## src/rtl/display_bcd_driver.sv

```systemverilog
// display_bcd_driver
//   Captures a 16-bit unsigned value on displayWrite, converts it to five BCD
//   digits with a sequential double-dabble engine (one iteration per clock),
//   and scans the result onto a 5-digit common-anode 7-segment display.
//
// Ports:
//   clk          system clock, all logic on rising edge
//   reset        synchronous, active-low reset
//   displayWrite request to display dataIn; only sampled while idle
//   dataIn       16-bit unsigned value to display
//   busy         high while a conversion is in progress
//   bcdOut       last completed result, digit 4 in [19:16] .. digit 0 in [3:0]
//   digitSel     active-low one-hot digit enable, bit 0 = least significant
//   segments     active-low segments {g,f,e,d,c,b,a}
module display_bcd_driver #(
  parameter int unsigned SCAN_DIV = 50000
) (
  input  logic        clk,
  input  logic        reset,
  input  logic        displayWrite,
  input  logic [15:0] dataIn,
  output logic        busy,
  output logic [19:0] bcdOut,
  output logic [4:0]  digitSel,
  output logic [6:0]  segments
);

  localparam int unsigned CW = $clog2(SCAN_DIV);

  typedef enum logic [1:0] {
    IDLE,
    CONV,
    UPD
  } state_t;

  state_t        state;
  logic [35:0]   shreg;
  logic [3:0]    iter;
  logic [CW-1:0] scan_cnt;
  logic [2:0]    idx;

  // One double-dabble iteration: correct every BCD nibble that would
  // overflow past 9 on doubling, then shift the whole register left.
  function automatic logic [35:0] dd_step(input logic [35:0] s);
    logic [35:0] t;
    t = s;
    for (int unsigned i = 0; i < 5; i++) begin
      if (t[16 + 4*i +: 4] >= 4'd5)
        t[16 + 4*i +: 4] = t[16 + 4*i +: 4] + 4'd3;
    end
    return {t[34:0], 1'b0};
  endfunction

  // Conversion FSM
  always_ff @(posedge clk) begin
    if (!reset) begin
      state  <= IDLE;
      shreg  <= '0;
      iter   <= '0;
      bcdOut <= '0;
    end else begin
      case (state)
        IDLE: begin
          if (displayWrite) begin
            shreg <= {20'b0, dataIn};
            iter  <= '0;
            state <= CONV;
          end
        end
        CONV: begin
          shreg <= dd_step(shreg);
          iter  <= iter + 4'd1;
          if (iter == 4'd15)
            state <= UPD;
        end
        UPD: begin
          bcdOut <= shreg[35:16];
          state  <= IDLE;
        end
        default: state <= IDLE;
      endcase
    end
  end

  assign busy = (state != IDLE);

  // Free-running digit scan
  always_ff @(posedge clk) begin
    if (!reset) begin
      scan_cnt <= '0;
      idx      <= '0;
    end else if (scan_cnt == CW'(SCAN_DIV - 1)) begin
      scan_cnt <= '0;
      idx      <= (idx == 3'd4) ? 3'd0 : idx + 3'd1;
    end else begin
      scan_cnt <= scan_cnt + 1'b1;
    end
  end

  assign digitSel = ~(5'b00001 << idx);

  // Segment decode with leading-zero blanking: a digit above 0 is dark when
  // it and all higher digits are zero, i.e. bcdOut shifted down to it is zero.
  logic [19:0] shifted;
  logic [3:0]  nib;
  logic        blank;

  always_comb begin
    shifted = bcdOut >> {idx, 2'b00};
    nib     = shifted[3:0];
    blank   = (idx != 3'd0) && (shifted == '0);
    segments = 7'b1111111;
    if (!blank) begin
      case (nib)
        4'd0: segments = 7'b1000000;
        4'd1: segments = 7'b1111001;
        4'd2: segments = 7'b0100100;
        4'd3: segments = 7'b0110000;
        4'd4: segments = 7'b0011001;
        4'd5: segments = 7'b0010010;
        4'd6: segments = 7'b0000010;
        4'd7: segments = 7'b1111000;
        4'd8: segments = 7'b0000000;
        4'd9: segments = 7'b0010000;
        default: segments = 7'b1111111;
      endcase
    end
  end

endmodule

```

## config.mk

```make
export PLATFORM = sky130hd
export DESIGN_NAME = display_bcd_driver
export DESIGN_NICKNAME = d
export VERILOG_FILES = /design/src/rtl/display_bcd_driver.sv
export SDC_FILE = /design/constraint.sdc
export NUM_CORES = 1
export LEC_CHECK = 0
export ABC_AREA = 1
export BUFFER_PORTS_ARGS = -buffer_cell sky130_fd_sc_hd__buf_2
export CORE_ASPECT_RATIO = 1.5
export CORE_MARGIN = 1.5
export CORE_UTILIZATION = 40
export CTS_BUF_LIST = sky130_fd_sc_hd__clkbuf_8
export DETAILED_ROUTE_END_ITERATION = 10
export GPL_ROUTABILITY_DRIVEN = 0
export PLACE_DENSITY_LB_ADDON = 0.3
export SYNTH_ARGS = -nofsm -noshare
export SYNTH_HDL_FRONTEND = slang
export SYNTH_SLANG_ARGS = --single-unit
```

## constraint.sdc

```tcl
create_clock -name clk -period 2.55 [get_ports clk]
set_input_delay 0.255 -clock clk [delete_from_list [all_inputs] [get_ports clk]]
set_output_delay 0.255 -clock clk [all_outputs]
set_load 0.01 [all_outputs]
```

==> metrics.csv, run 1 <==
metric,value,unit
Post-synth ARST share,0,%
max-slew violations,0,
TritonCTS clock tree,built,
status,finished clean,
Least-Margin Pin Slew,530,ps
Tot Pwr,2.41,mW
Syn Area/Cell,7.19,µm²
clk sinks,81,
part of the cycle the worst path needs,93.1,%
First-pass DRT Iterations,4,
PortBufs,51,
Max Clk Rate,0.421,GHz
"FF+latch count, synth",81,
Post-synth top cells,"nand2_1 (116), a21oi_1 (84), dfxtp_1 (81)",
ys flop type,dfxtp_1,
Synth Cell Area,4310,µm²
# H-tree levels,3,
die area,11400,µm²
post-synth top area share,37.7,%
startpoint types,flip-flop,
r2r setup slk,810,ps
"area leader, netlist",dfxtp_1,
Congestion Overflow GR,0,
Hold Fails Final Rpt,0,
row cnt,46,
CORE AREA,10500,µm²
Root Buffer,clkbuf_8,
diode count,0,
most common cell in the synthesized netlist,nand2_1,
Area Overhead vs Synth,14.0,%
Vias/cell,5.08,
TNS Setup,0,ps
Ys Warns,0,
Clock Path Buffers,2,
"CTS clk-pin slew, worst paths",80,ps
crit-path max FO,8,
# DRC,0,
HP Class,in -> reg,
Post-synth EDFFs,0,
pin count of the biggest net entering global routing,44,
Synth Instances,599,
antenna violations before repair,0,
clk_skew,15.9,ps
routed wire length per instance,12.4,µm
Die W,87.7,µm
layout cells sized above 1,18.4,%
Yosys cell types,31,
"antenna viol nets, final",0,
kind of end point of the critical path,primary output,
R2R depth,7,
Setup Crit Path Kind,reg -> out,
clk_lat worst skew,350,ps
Rel. slew slack,64.6,%
register area,1630,µm²
RSZ-0062 raised after global routing,false,
fillers,1083,
Leak,2.05,nW
hold_buf cts,0,
detailed-route via count,4042,
Mapped Nets,640,
die height,130,µm
TritonCTS buffer count,9,
"Core Util, Final",46.6,%
Tmin final,2380,ps
Synth area leaders,"dfxtp_1 (38%), nand2_1 (10%), a21oi_1 (9.8%)",
Total GRT Usage,17.8,%
global-route wire length before repair,16300,µm
"Seq/Total Area, Yosys",37.7,%
final WL,9870,µm
CP Capture Point,segments[3],
"Data arrival, critical path",2120,ps
Final HPWL DP,7240,µm
Iter 0 DRT Violations,138,
Crit Reg-Reg Startpoint,state[1],
power per cell area,490,nW/µm²
Multi-input gate area,2280,µm²
final net count,688,
vias in the first global route,3684,
hold slack,170,ps
I/O pin count,52,
Max VDD drop,0.279,mV
# setup viols final,0,
worst path required time,2300,ps
CP startpoint,idx[0],
R2R Path End,shreg[16],
Initial Util,40.9,%
max_cap viols,0,
## through the flow
step	area [µm²]	instances	setup WS, ps
floorplan	4310	599	575
finish	4910	795	175
detailed placement	4670	777	290
CTS	4860	792	0.0127
global placement	4670	777	374
global route	4910	795	1.45
## sequential cells by signal, summed over array words and instances, names as in the netlist
register	count
idx	3
state	2
shreg	36
scan_cnt	16
iter	4
bcdOut	20
## how the worst min path moves through the flow
stage	start	endpoint	slack, ps	cells after the start
6_report	dataIn[0]	shreg[0]	170	3
5_1_grt	dataIn[0]	shreg[0]	160	3
4_1_cts	dataIn[0]	shreg[0]	150	3
3_5_place_dp	scan_cnt[0]	scan_cnt[0]	440	1
3_3_place_gp	scan_cnt[0]	scan_cnt[0]	430	1
2_1_floorplan	dataIn[0]	shreg[0]	400	2
## critical path: stages, from the launching register on
cell and delay (ps):
dfxtp_4 430, buf_6 140, nand2_1 50, nand3_1 100
nand3_2 110, nand2_2 120, inv_1 90, ha_1 280
nand4_1 100, nand3_1 90, nand2_1 50, inv_1 50
nand2_1 40, buf_2 130
## per-layer routing
layer / GRT usage, % / wire [µm] / up-vias
met5: 0 / 0 / -
met4: 7.94 / 208 / 0
met3: 2.85 / 292 / 17
met2: 31.7 / 4990 / 75
met1: 20.6 / 4380 / 1866
li1: - / - / 2084
## area by class of cell
class,count,area share [%]
inverters,72,5.66
clock buffers,10,2.80
flip-flops and latches,81,33.1
well taps,144,3.67
multi-input cells,420,46.5
repair buffers,63,7.11
clock inverters,5,1.12
## cells in the final DEF (no fill, tap or decap), types with 2 or more instances in the layout
master and instances:
nand4_1 12, nand2_1 115, nand3_2 7, inv_2 8
dfxtp_1 79, ha_1 22, buf_2 51, nor2_1 43
o21ai_0 47, nand3b_1 2, inv_1 64, nor2_2 4
nand3_4 2, nand2_2 8, a21oi_1 84, nand3_1 28
clkbuf_8 10, nor3_1 8, nor3_2 2, buf_4 11
or2_2 7, o221ai_1 15, xor2_1 6
## cell families (layout without fill, tap and decap cells)
| family | count (synthesis) | after routing | synth area share (%) |
|---|---|---|---|
| compound gates | 151 | 151 | 19.0 |
| xor+xnor | 6 | 6 | 1.22 |
| fa+ha+maj | 22 | 22 | 6.39 |
| buf+inv | 98 | 150 | 9.68 |
| flops | 81 | 81 | 37.7 |
| simple gates | 241 | 241 | 26.0 |
## report_power, final
part / internal, mW / switching [mW]
clock network: 0.472 / 0.459
logic: 0.0568 / 0.103
registers: 1.30 / 0.0194
## timing repair
item,CTS,global route
endpoints found under the setup margin,7,7
setup buffers,0,3
resized for setup,1,10
pin swaps,0,3
Power figures use the tool's default switching activity.
==> run 2: changes to the inputs <==
--- a/config.mk
+++ b/config.mk
@@ -9,7 +9,7 @@
 export BUFFER_PORTS_ARGS = -buffer_cell sky130_fd_sc_hd__buf_2
 export CORE_ASPECT_RATIO = 1.5
 export CORE_MARGIN = 1.5
-export CORE_UTILIZATION = 40
+export CORE_UTILIZATION = 60
 export CTS_BUF_LIST = sky130_fd_sc_hd__clkbuf_8
 export DETAILED_ROUTE_END_ITERATION = 10
 export GPL_ROUTABILITY_DRIVEN = 0
==> run 2 against run 1 <==
Compared with the run above:
- non-clock buffer count fell by 1
- die area fell by 32%
- core utilization rose by 24 points
- via count rose by 1.7%
- fmax fell by 2.1%
- critical endpoint unchanged
==> metrics.csv, run 2 (synthesis gave the netlist of run 1 again) <==
metric,value,unit,change
startpoint types,flip-flop,,
"CTS clk-pin slew, worst paths",80,ps,about the same
Area Overhead vs Synth,13.0,%,
Max Clk Rate,0.412,GHz,-2.1%
status,finished clean,,
diode count,0,,unchanged
worst path required time,2300,ps,about the same
clk sinks,81,,unchanged
CP Cell Sequence,inv_4 > nand2_1 > nand3_1 > nand2_1 > o21ai_2 > inv_1 > ha_1 > nand4_1 > nand3_1 > nand2_1 > inv_1 > nand2_1 > buf_2,,
"Most flops, register",shreg,,
antenna violations before repair,0,,unchanged
Tmin final,2430,ps,+52.0 ps
PortBufs,51,,unchanged
Final HPWL DP,6860,µm,-5.2%
part of the cycle the worst path needs,95.2,%,+2.0 points
fillers,583,,-46%
TritonCTS buffer count,9,,unchanged
P_int,1.96,mW,+7.1%
clock share of power,41.9,%,+3.2 points
Setup Crit Path Kind,reg -> out,,
"commonest cells after routing, fill and taps aside","nand2_1 (115), a21oi_1 (84), dfxtp_1 (79)",,
layout cells sized above 1,18.4,%,unchanged
max_cap viols,0,,unchanged
TNS Setup,0,ps,unchanged
# H-tree levels,3,,unchanged
Leak,2.06,nW,+0.74%
Hold Fails Final Rpt,0,,unchanged
TritonCTS clock tree,built,,
"most common cell after layout, fill and taps aside",nand2_1,,
net switching power,0.582,mW,about the same
First-pass DRT Iterations,7,,+3
Rel. slew slack,63.3,%,-1.3 points
power per cell area,522,nW/µm²,+6.4%
"most used cell, CP",nand2_1,,
Combinational Power Share,6.2,%,-0.5 points
Die W,72.2,µm,-18%
clk_lat worst skew,360,ps,about the same
"slowest stage delay, CP",380,ps,-50 ps
crit-path max FO,11,,+3
Flop pwr share,51.9,%,-2.8 points
max FFs per register,36,,unchanged
final WL,9460,µm,-4.1%
kind of end point of the critical path,primary output,,
HP Class,in -> reg,,
WHS Path Cells,3,,unchanged
R2R depth,7,,unchanged
"antenna viol nets, final",0,,unchanged
final net count,687,,-0.15%
largest registers,"shreg x36, bcdOut x20, scan_cnt x16",,
die area,7700,µm²,-32%
Iter 0 DRT Violations,290,,+110%
clk_skew,11.1,ps,-4.79 ps
routed wire length per instance,13.0,µm,+4.6%
Root Buffer,clkbuf_8,,
Congestion Overflow GR,0,,unchanged
# DRC,0,,unchanged
"Core Util, Final",70.5,%,+24 points
detailed-route via count,4109,,+1.7%
Clock Path Buffers,2,,unchanged
max-slew violations,0,,unchanged
vias in the first global route,3823,,+3.8%
pin count of the biggest net entering global routing,44,,unchanged
die height,107,µm,-18%
row cnt,37,,-20%
Total GRT Usage,26.0,%,+8.2 points
global-route wire length before repair,16100,µm,-1.0%
switching share of power,22.9,%,-1.2 points
Initial Util,62.4,%,+22 points
Least-Margin Pin Slew,550,ps,+19.9 ps
# setup viols final,0,,unchanged
Max VDD drop,0.477,mV,+71%
Vias/cell,5.64,,+11%
I/O pin count,52,,unchanged
"Data arrival, critical path",2170,ps,+50 ps
CORE AREA,6900,µm²,-35%
"Max stage delay cell, worst path",dfxtp_4,,
-- run 2: cell types whose count changed in the layout (fill, tap and decap cells not counted), sizes merged --
cell	delta
inv	-2
clkinv	+1
clkbuf	+1
bufinv	+1
buf	-1
-- run 2: area by class of cell --
cell class | instances | area [µm²] | share of cell area (%)
Timing Repair Buffer | 62 | 354 | 7.28
Inverter | 72 | 273 | 5.61
Tap cell | 78 | 97.6 | 2.01
Multi-Input combinational cell | 420 | 2280 | 47.0
Clock buffer | 11 | 151 | 3.11
Sequential cell | 81 | 1630 | 33.4
Clock inverter | 5 | 77.6 | 1.60
-- run 2: stage by stage --
| step | setup slack (ps) | power [mW] | hold slack [ps] | cell area (µm²) | cells |
|---|---|---|---|---|---|
| 2_1_floorplan | 575 | 1.46 | 402 | 4310 | 599 |
| 3_3_place_gp | 384 | 1.50 | 430 | 4580 | 709 |
| 3_5_place_dp | 296 | 1.51 | 441 | 4580 | 709 |
| 4_1_cts | 15.1 | 2.56 | 142 | 4820 | 725 |
| 5_1_grt | -25.7 | 2.62 | 167 | 4860 | 729 |
| 6_report | 123 | 2.54 | 154 | 4860 | 729 |
-- run 2: routing by layer --
| metal | up-vias | GRT usage, % | share of wire [%] |
|---|---|---|---|
| met1 | 1916 | 27.9 | 42 |
| met2 | 95 | 48.5 | 53 |
| met5 | - | 0 | 0 |
| met4 | 0 | 10.5 | 1.5 |
| met3 | 9 | 5.26 | 3.4 |
| li1 | 2089 | - | - |
-- run 2: worst paths after layout --
check / slack (ps) / startpoint / end
min: 150 / dataIn[0] / shreg[0]
max: 120 / idx[0] / segments[3]
min reg2reg: 450 / shreg[7] / shreg[7]
max reg2reg: 870 / state[0] / shreg[34]
-- run 2: power groups by stage --
| stage | combinational (mW) | sequential, mW | clock (mW) |
|---|---|---|---|
| after floorplan | 0.118 | 1.34 | 0 |
| after global placement | 0.153 | 1.34 | 0 |
| after detailed placement | 0.159 | 1.35 | 0 |
| after CTS | 0.159 | 1.32 | 1.08 |
| after global routing | 0.179 | 1.32 | 1.12 |
| final | 0.158 | 1.32 | 1.06 |
-- run 2: what timing repair did --
item / 4_1_cts / 5_1_grt
hold buffers: 0 / 0
pin swaps: 0 / 2
setup buffers: 0 / 4
gates resized for setup: 3 / 5
endpoints found under the setup margin: 3 / 7
-- run 2: worst max-delay path, delay by kind of cell (launching register included) --
| family | cells | cell delay, ps |
|---|---|---|
| flops | 1 | 380 |
| simple gates | 7 | 520 |
| compound gates | 1 | 190 |
| fa+ha+maj | 1 | 310 |
| buf+inv | 4 | 400 |
==> run 3: changes to the inputs <==
--- a/config.mk
+++ b/config.mk
@@ -14,6 +14,7 @@
 export DETAILED_ROUTE_END_ITERATION = 10
 export GPL_ROUTABILITY_DRIVEN = 0
 export PLACE_DENSITY_LB_ADDON = 0.3
+export REMOVE_ABC_BUFFERS = 1
 export SYNTH_ARGS = -nofsm -noshare
 export SYNTH_HDL_FRONTEND = slang
 export SYNTH_SLANG_ARGS = --single-unit
==> run 3 against run 2 <==
Compared with the run above:
- clock power barely moved
- wire length rose by 2.7%
- fmax fell by 1.5%
- largest power group unchanged
- die area did not move
- critical path type unchanged
- worst setup slack got worse by 36 ps
- clock skew fell by 4.8 ps
- final cell count rose by 0.14%
==> metrics.csv, run 3 (synthesis gave the netlist of run 1 again) <==
metric,value,unit,change
"Most flops, register",shreg,,
status,finished clean,,
vias in the first global route,3890,,+1.8%
clk_skew,6.33,ps,-4.81 ps
Leak,2.06,nW,about the same
hold_buf cts,0,,unchanged
Root Buffer,clkbuf_8,,
Iter 0 DRT Violations,247,,-15%
fillers,590,,+1.2%
Total GRT Usage,26.6,%,+0.57 points
"Core Util, Final",70.5,%,unchanged
routed wire length per instance,13.3,µm,+2.6%
"slowest stage delay, CP",390,ps,about the same
HP Class,in -> reg,,
Die W,72.2,µm,unchanged
die height,107,µm,unchanged
"most used cell, CP",nand2_1,,
clk_lat worst skew,360,ps,about the same
Vias/cell,5.58,,-1.0%
Area Overhead vs Synth,13.0,%,unchanged
Hold Fails Final Rpt,0,,unchanged
Tmin final,2460,ps,+35.9 ps
crit-path max FO,11,,unchanged
"CTS clk-pin slew, worst paths",80,ps,about the same
clk sinks,81,,unchanged
CORE AREA,6900,µm²,unchanged
"Max stage delay cell, worst path",dfxtp_4,,
row cnt,37,,unchanged
"antenna viol nets, final",0,,unchanged
antenna violations before repair,0,,unchanged
TritonCTS clock tree,built,,
layout cells sized above 1,18.4,%,-0.028 points
startpoint types,flip-flop,,
R2R depth,6,,-1
Crit Reg-Reg Startpoint,scan_cnt[0],,
final net count,688,,+0.15%
PortBufs,51,,unchanged
Final HPWL DP,7050,µm,+2.8%
Max VDD drop,0.744,mV,+56%
final WL,9720,µm,+2.7%
TNS Setup,0,ps,unchanged
Setup Crit Path Kind,reg -> out,,
hold_sp,dataIn[0],,
"most common cell after layout, fill and taps aside",nand2_1,,
Initial Util,62.4,%,unchanged
global-route wire length before repair,16400,µm,+1.6%
I/O pin count,52,,unchanged
largest registers,"shreg x36, bcdOut x20, scan_cnt x16",,
max FFs per register,36,,unchanged
TritonCTS buffer count,9,,unchanged
Max Clk Rate,0.406,GHz,-1.5%
detailed-route via count,4072,,-0.90%
power per cell area,520,nW/µm²,-0.38%
r2r setup slk,930,ps,+60 ps
worst path required time,2300,ps,about the same
# setup viols final,0,,unchanged
max-slew violations,0,,unchanged
die area,7700,µm²,unchanged
"commonest cells after routing, fill and taps aside","nand2_1 (115), a21oi_1 (84), dfxtp_1 (80)",,
Congestion Overflow GR,0,,unchanged
diode count,0,,unchanged
Least-Margin Pin Slew,740,ps,+190 ps
worst hold endpoint,shreg[0],,
WHS Path Cells,3,,unchanged
max_cap viols,0,,unchanged
# DRC,0,,unchanged
part of the cycle the worst path needs,96.6,%,+1.4 points
First-pass DRT Iterations,5,,-2
R2R Path End,idx[0],,
# H-tree levels,3,,unchanged
CP Cell Sequence,inv_6 > nand2_1 > nand3_1 > nand2_1 > o21ai_2 > inv_1 > ha_1 > nand4_1 > nand3_1 > nand2_1 > inv_1 > nand2_1 > buf_2,,
Rel. slew slack,50.6,%,-13 points
Clock Path Buffers,2,,unchanged
"Data arrival, critical path",2210,ps,+40 ps
pin count of the biggest net entering global routing,44,,unchanged
kind of end point of the critical path,primary output,,
run 3: metrics by stage:
stage | power, mW | hold WS [ps] | worst slack [ps] | instance area [µm²] | std cells
6_report | 2.53 | 178 | 87.0 | 4860 | 730
2_1_floorplan | 1.44 | 393 | 305 | 4160 | 573
3_3_place_gp | 1.50 | 429 | 440 | 4570 | 709
5_1_grt | 2.63 | 180 | -53.0 | 4860 | 730
4_1_cts | 2.55 | 172 | 46.9 | 4800 | 725
3_5_place_dp | 1.50 | 438 | 303 | 4570 | 709
run 3: power breakdown:
| part | internal [mW] | leakage [nW] | total [mW] | switching [mW] |
|---|---|---|---|---|
| clock network | 0.601 | 0.115 | 1.06 | 0.457 |
| logic | 0.0544 | 1.29 | 0.154 | 0.100 |
| registers | 1.30 | 0.658 | 1.32 | 0.0187 |
| total | 1.95 | 2.06 | 2.53 | 0.576 |
run 3: repair_timing:
action                                  in CTS  in global routing
hold endpoints to repair                     0                  0
endpoints found under the setup margin       3                  7
pin swaps                                    0                  2
buffers inserted                             0                  5
gates resized for setup                      2                  7
run 3: critical path: cells and delay by family, from the launching register on:
kind                     cells  cell delay (ps)
AND/OR/NAND/NOR              7              550
buffers and inverters        4              400
flip-flops                   1              390
adder cells (fa/ha/maj)      1              300
AO/OA/AOI/OAI                1              210
run 3: layer usage:
| metal | vias up | global-route usage (%) | share of wire, % |
|---|---|---|---|
| li1 | 2089 | - | - |
| met1 | 1853 | 28.2 | 40 |
| met2 | 103 | 48.9 | 53 |
| met3 | 27 | 5.08 | 3.6 |
| met4 | 0 | 13.2 | 3.1 |
| met5 | - | 0 | 0 |
run 3: final cells by class:
| type | count | area [µm²] | area share (%) |
|---|---|---|---|
| clock buffers | 11 | 151 | 3.11 |
| clock inverters | 5 | 77.6 | 1.60 |
| inverters | 72 | 275 | 5.66 |
| multi-input cells | 420 | 2280 | 47.0 |
| flip-flops and latches | 81 | 1630 | 33.4 |
| well taps | 78 | 97.6 | 2.01 |
| repair buffers | 63 | 353 | 7.25 |
run 3: how the worst max path moves through the flow:
stage,startpoint,slack [ps],cells past startpoint,to
finish,idx[0],90,13,segments[3]
CTS,idx[0],50,12,segments[3]
detailed placement,idx[0],300,13,segments[3]
floorplan,state[1],310,6,shreg[16]
global route,idx[0],-50,13,segments[3]
global placement,idx[0],440,12,segments[3]
